### config.mk
export PLATFORM = sky130hd
export DESIGN_NAME = clock_prescaler_gen
export DESIGN_NICKNAME = d
export VERILOG_FILES = /design/src/rtl/clock_prescaler_pkg.sv /design/src/rtl/prescaler_tick_cascade.sv /design/src/rtl/clock_prescaler_gen.sv
export SDC_FILE = /design/constraint.sdc
export NUM_CORES = 1
export LEC_CHECK = 0
export BUFFER_PORTS_ARGS = -buffer_cell sky130_fd_sc_hd__clkbuf_2
export CAP_MARGIN = 30
export CORE_MARGIN = 2
export CORE_UTILIZATION = 62
export CTS_BUF_LIST = sky130_fd_sc_hd__clkbuf_2 sky130_fd_sc_hd__clkbuf_4 sky130_fd_sc_hd__clkbuf_8
export DETAILED_ROUTE_END_ITERATION = 10
export PLACE_DENSITY = 0.82
export RECOVER_POWER = 100
export SYNTH_ARGS = -nofsm -noshare
export SYNTH_HDL_FRONTEND = slang
export SYNTH_SLANG_ARGS = --single-unit
### constraint.sdc
create_clock -name clk -period 2.08 [get_ports clk]
set_input_delay 0 -clock clk [delete_from_list [all_inputs] [get_ports clk]]
set_output_delay 0 -clock clk [all_outputs]
set_load 0.02 [all_outputs]
### src/rtl/clock_prescaler_pkg.sv
// Shared definitions for the clock prescaler: FSM encodings and parameter defaults.
package clock_prescaler_pkg;

  // FSM state encodings (2-bit); the unused value 3 recovers to INIT
  localparam logic [1:0] INIT    = 2'd0;
  localparam logic [1:0] STARTUP = 2'd1;
  localparam logic [1:0] ACTIVE  = 2'd2;

  typedef enum logic [1:0] {
    ST_INIT    = INIT,
    ST_STARTUP = STARTUP,
    ST_ACTIVE  = ACTIVE
  } state_e;

  // Default parameter values
  localparam int DIV_WIDTH_DEF      = 8;
  localparam int NUM_CH_DEF         = 4;
  localparam int STARTUP_CYCLES_DEF = 128;

  // Width of the startup counter (STARTUP_CYCLES is limited to 2^16-1)
  localparam int STARTUP_CNT_W = 16;

endpackage

### src/rtl/prescaler_tick_cascade.sv
// Cascaded sub-rate tick channels: ch_pulse[k] fires once every 2^k base ticks.
// All channels fire together on the base tick where tick_cnt wraps.
module prescaler_tick_cascade #(
  parameter int NUM_CH = 4
) (
  input  logic              clk,
  input  logic              reset,
  input  logic              clear,
  input  logic              tick,
  input  logic              en,
  output logic [NUM_CH-1:0] ch_pulse
);

  localparam int CNT_W = (NUM_CH > 1) ? NUM_CH - 1 : 1;

  logic [CNT_W-1:0]  tick_cnt_reg;
  logic [NUM_CH-1:0] ch_pulse_reg;
  logic [NUM_CH-1:0] fire_mask;

  // Channel k fires when the low k bits of tick_cnt are all ones before the increment
  assign fire_mask[0] = 1'b1;

  genvar gi;
  generate
    for (gi = 1; gi < NUM_CH; gi++) begin : g_mask
      assign fire_mask[gi] = &tick_cnt_reg[gi-1:0];
    end
  endgenerate

  // Advance the tick counter on each base tick and register the channel pulses
  always_ff @(posedge clk or negedge reset) begin
    if (!reset) begin
      tick_cnt_reg <= '0;
      ch_pulse_reg <= '0;
    end else if (clear) begin
      tick_cnt_reg <= '0;
      ch_pulse_reg <= '0;
    end else if (en && tick) begin
      tick_cnt_reg <= tick_cnt_reg + 1'b1;
      ch_pulse_reg <= fire_mask;
    end else begin
      ch_pulse_reg <= '0;
    end
  end

  assign ch_pulse = ch_pulse_reg;

endmodule

### src/rtl/clock_prescaler_gen.sv
// Programmable tick prescaler with startup-reset sequencing.
// Optional square-wave output clk_presc_sq is built when CLOCK_PRESCALER_SQUARE_EN is defined.
module clock_prescaler_gen
  import clock_prescaler_pkg::*;
#(
  parameter int DIV_WIDTH      = DIV_WIDTH_DEF,
  parameter int NUM_CH         = NUM_CH_DEF,
  parameter int STARTUP_CYCLES = STARTUP_CYCLES_DEF
) (
  input  logic                 clk,
  input  logic                 reset,
  input  logic                 en,
  input  logic [DIV_WIDTH-1:0] div_val,
  output logic                 clk_presc_pulse,
  output logic [NUM_CH-1:0]    ch_pulse,
  output logic                 reset_out,
  output logic                 busy_startup
`ifdef CLOCK_PRESCALER_SQUARE_EN
  ,
  output logic                 clk_presc_sq
`endif
);

  localparam logic [STARTUP_CNT_W-1:0] STARTUP_LAST = STARTUP_CNT_W'(STARTUP_CYCLES);

  state_e                   state_reg;
  logic [DIV_WIDTH-1:0]     base_cnt_reg;
  logic [DIV_WIDTH-1:0]     div_q_reg;
  logic [STARTUP_CNT_W-1:0] startup_cnt_reg;
  logic                     pulse_reg;
  logic                     reset_out_reg;
  logic                     busy_reg;
`ifdef CLOCK_PRESCALER_SQUARE_EN
  logic                     sq_reg;
`endif

  logic running;
  logic tick_evt;

  // Divider runs in STARTUP and ACTIVE; a tick is the terminal count with en high
  assign running  = (state_reg == ST_STARTUP) || (state_reg == ST_ACTIVE);
  assign tick_evt = running && en && (base_cnt_reg == div_q_reg);

  // Startup FSM plus base divider; the ratio reloads only at terminal count
  always_ff @(posedge clk or negedge reset) begin
    if (!reset) begin
      state_reg       <= ST_INIT;
      base_cnt_reg    <= '0;
      div_q_reg       <= '0;
      startup_cnt_reg <= '0;
      pulse_reg       <= 1'b0;
      reset_out_reg   <= 1'b0;
      busy_reg        <= 1'b1;
`ifdef CLOCK_PRESCALER_SQUARE_EN
      sq_reg          <= 1'b0;
`endif
    end else begin
      case (state_reg)
        ST_INIT: begin
          div_q_reg       <= div_val;
          base_cnt_reg    <= '0;
          startup_cnt_reg <= '0;
          pulse_reg       <= 1'b0;
          state_reg       <= ST_STARTUP;
        end
        ST_STARTUP: begin
          startup_cnt_reg <= startup_cnt_reg + 1'b1;
          if (startup_cnt_reg == STARTUP_LAST) begin
            reset_out_reg <= 1'b1;
            busy_reg      <= 1'b0;
            state_reg     <= ST_ACTIVE;
          end
        end
        ST_ACTIVE: begin
        end
        default: begin
          state_reg     <= ST_INIT;
          pulse_reg     <= 1'b0;
          reset_out_reg <= 1'b0;
          busy_reg      <= 1'b1;
        end
      endcase

      if (running) begin
        if (en) begin
          if (base_cnt_reg == div_q_reg) begin
            base_cnt_reg <= '0;
            div_q_reg    <= div_val;
            pulse_reg    <= 1'b1;
`ifdef CLOCK_PRESCALER_SQUARE_EN
            sq_reg       <= ~sq_reg;
`endif
          end else begin
            base_cnt_reg <= base_cnt_reg + 1'b1;
            pulse_reg    <= 1'b0;
          end
        end else begin
          pulse_reg <= 1'b0;
        end
      end
    end
  end

  prescaler_tick_cascade #(
    .NUM_CH(NUM_CH)
  ) u_cascade (
    .clk     (clk),
    .reset   (reset),
    .clear   (!running),
    .tick    (tick_evt),
    .en      (en),
    .ch_pulse(ch_pulse)
  );

  assign clk_presc_pulse = pulse_reg;
  assign reset_out       = reset_out_reg;
  assign busy_startup    = busy_reg;
`ifdef CLOCK_PRESCALER_SQUARE_EN
  assign clk_presc_sq    = sq_reg;
`endif

endmodule

==> run_results.csv <==
group,metric,value,unit
setup_path,cp_cell_sequence,"xor2_1, or4_1, or4_1, a21boi_1",
sta,slew_headroom,31.6,%
pwr,power.leakage,0.00116,uW
die,coreArea,0.00342,mm^2
sta,setup_violations,0,
setup_path,crit_cells,4,
setup_path,worstSetupStartpointType,"register",
yosys,yosys_register_bits,44,
setup_path,crit_type,"reg -> reg",
yosys,postSynthAreaPerCell,10.5,um^2
yosys,ys_seq_area_share,48.9,%
sta,finalHoldViolCount,0,
detailed_routing,drt_pass1_iterations,4,
global_route,grt_overflow,0,
die,io_pins,18,
clock_tree,clock_latency,350,ps
setup_path,timing.rr.end,"u_cascade.tick_cnt_reg[0]",
die,rows,21,
global_route,grt_use_total,24.3,%
yosys,yosysMostFrequentCell,"dfrtp_1",
detailed_routing,drtIter0Drc,162,
layout,final_cells,294,
yosys,async_reset_ff_share,100,%
layout,utilization,75.7,%
setup_path,crit_path_max_incr_delay,670,ps
placement,place_hpwl,2940,um
status,status,"completed",
die,dieArea,0.00413,mm^2
layout,antenna_cells,0,
detailed_routing,wl,4330,um
die,fp.dieH,64.3,um
pwr,power_switching,563,uW
setup_path,r2r_slack,110,ps
pwr,internal_power,1370,uW
setup_path,ff2ff_path_depth,4,
setup_path,crit_top_cell,"or4_1",
yosys,synthDistinctLibCells,39,
layout,area_growth,14.8,%
placement,numPlacedInstances,276,
layout,filler_cell_count,253,
hold_path,hp-class,"in -> reg",
clock_tree,cts.sinks,44,
layout,final_nets,266,
setup_path,cp_num_buf_inv,0,
yosys,post-synth-top-area-fraction,47.8,%
die,die_w,64.3,um
detailed_routing,vias_per_cell,5.91,
sta,maxSlewViolCount,0,
pwr,peakVddDrop,0.666,mV
clock_tree,cts_tree,"built",
setup_path,crit_slowest_cell,"or4_1",
pwr,pwr-share-clk,27.3,%
yosys,synth_area_leaders,"dfrtp_1 (48%), xor2_1 (5.4%), mux2_2 (5.0%)",
pwr,power_density,748,mW/mm^2
die,start_util,66.0,%
layout,largest_reg_flops,16,
pwr,seqPwrFrac,55.0,%
yosys,yosys_warnings,0,
setup_path,arrival,2260,ps
setup_path,crit_end,"u_cascade.tick_cnt_reg[0]",
clock_tree,cts_max_path_buffers,2,
clock_tree,cts_setup_buffers,0,
placement,gp_congestion,0.880,
pwr,switching_share,29.1,%
global_route,grt_pass1_vias,1656,
sta,rsz0062_at_grt,"no",
pwr,p_comb_share,17.7,%
detailed_routing,drtAntennaViolNets,0,
clock_tree,h-tree-depth,2,
global_route,grt_pass1_wl,7700,um
global_route,antenna_found_initial,0,
yosys,synthesis.area,0.00225,mm^2
yosys,synth_ff_type,"dfrtp_1",
layout,drive_gt1_share,15.3,%
setup_path,endpoint_kind,"register",
sta,timing.hold.ws,412,ps
clock_tree,clk_pin_slew,130,ps
sta,worst_pin_slew,1030,ps
sta,fin_skew,11.4,ps
layout,multi_input_area,0.00109,mm^2
clock_tree,cts_buffers,5,
yosys,synth_largest_area_cell,"dfrtp_1",
sta,min_period,1970,ps
global_route,grt_max_degree,45,
setup_path,crit_start,"base_cnt_reg[3]",
layout,seqCellArea,0.00110,mm^2
pwr,total_power,1930,uW
sta,finalCritPeriodShare,94.8,%
yosys,syn_nets,233,
yosys,synth_common_cells,"dfrtp_1 (43), nand2_1 (21), xor2_1 (14), a22o_1 (12), o21ai_0 (12)",
clock_tree,cts_root_buf,"clkbuf_4",
detailed_routing,post_drt_wl_per_cell,14.7,um
setup_path,path_delay_family,"simple AND/OR/NAND/NOR gates",
setup_path,required,2360,ps
setup_path,r2r_start,"base_cnt_reg[3]",
sta,setup_tns,0,ps
setup_path,path_max_fanout,8,
detailed_routing,drc,0,
run,maxCapViolations,0,
sta,fmax,0.507,GHz
placement,port_buffers,17,
detailed_routing,vias,1739,
yosys,synth_edf_count,0,
yosys,synthCells,214,
==> logic make-up (layout without fill, tap and decap cells) <==
group / Yosys count / count (layout) / share of synthesized area [%]
AO/OA/AOI/OAI: 40 / 40 / 12.8
XOR/XNOR: 23 / 23 / 8.94
adder cells (fa/ha/maj): 8 / 8 / 4.44
buffers and inverters: 17 / 51 / 2.89
flip-flops: 44 / 44 / 48.9
multiplexers: 10 / 10 / 5.00
AND/OR/NAND/NOR: 72 / 72 / 17.0
==> per-layer routing <==
layer / wire (um) / track usage (%) / vias to the layer above / part of all wire [%]
li1: - / - / 838 / -
met1: 1850 / 31.7 / 846 / 43
met2: 2250 / 40.6 / 51 / 52
met3: 190 / 6.87 / 4 / 4.4
met4: 36 / 4.79 / 0 / 0.83
met5: 0 / 0 / - / 0
==> through the flow <==
step	worst slack (ps)	instance area, um^2
3_5_place_dp	98.9	2420
6_report	109	2590
4_1_cts	61.9	2600
3_3_place_gp	139	2420
2_1_floorplan	189	2250
5_1_grt	43.8	2590
==> area by class of cell <==
cell class,count,share of cell area [%]
clock buffers,5,1.45
clock inverters,3,1.64
inverters,9,1.31
multi-input cells,153,42.1
flip-flops and latches,44,42.6
well taps,46,2.23
repair buffers,34,8.61
==> cell usage in the layout, fill, tap and decap left out, types with 7 or more instances in the layout <==
master and count:
mux2_2 10, inv_1 9, a22o_1 12, nand2_1 21
dlygate4sd3_1 10, clkbuf_2 11, clkbuf_1 8, nand3_1 8
dfrtp_1 43, xor2_1 14, nor3_1 7, nor4_1 7
xnor2_1 9, ha_1 8, o21ai_0 12
==> power groups by stage <==
stage          clock (uW)  sequential [uW]  combinational [uW]
6_report              527             1060                 343
2_1_floorplan           0             1050                 236
5_1_grt               585             1080                 387
3_3_place_gp            0             1070                 307
3_5_place_dp            0             1070                 318
4_1_cts               535             1060                 334
==> worst min-delay path by stage <==
stage	from	end	slack, ps	depth (start not counted)
finish	div_val[6]	div_q_reg[6]	410	3
global route	div_val[6]	div_q_reg[6]	390	3
CTS	reset	startup_cnt_reg[8]	250	3
detailed placement	reset	startup_cnt_reg[8]	110	2
global placement	reset	startup_cnt_reg[9]	100	2
floorplan	reset	base_cnt_reg[0]	-300	0
==> what timing repair did <==
item,4_1_cts,5_1_grt
hold buffers,10,0
endpoints found under the setup margin,0,1
hold endpoints to repair,52,0
gates resized for setup,0,1
==> worst min-delay path: stages <==
cell and delay [ps]:
dlygate4sd3_1 520, clkbuf_2 90, mux2_2 120
(Power assumes the default switching activity.)
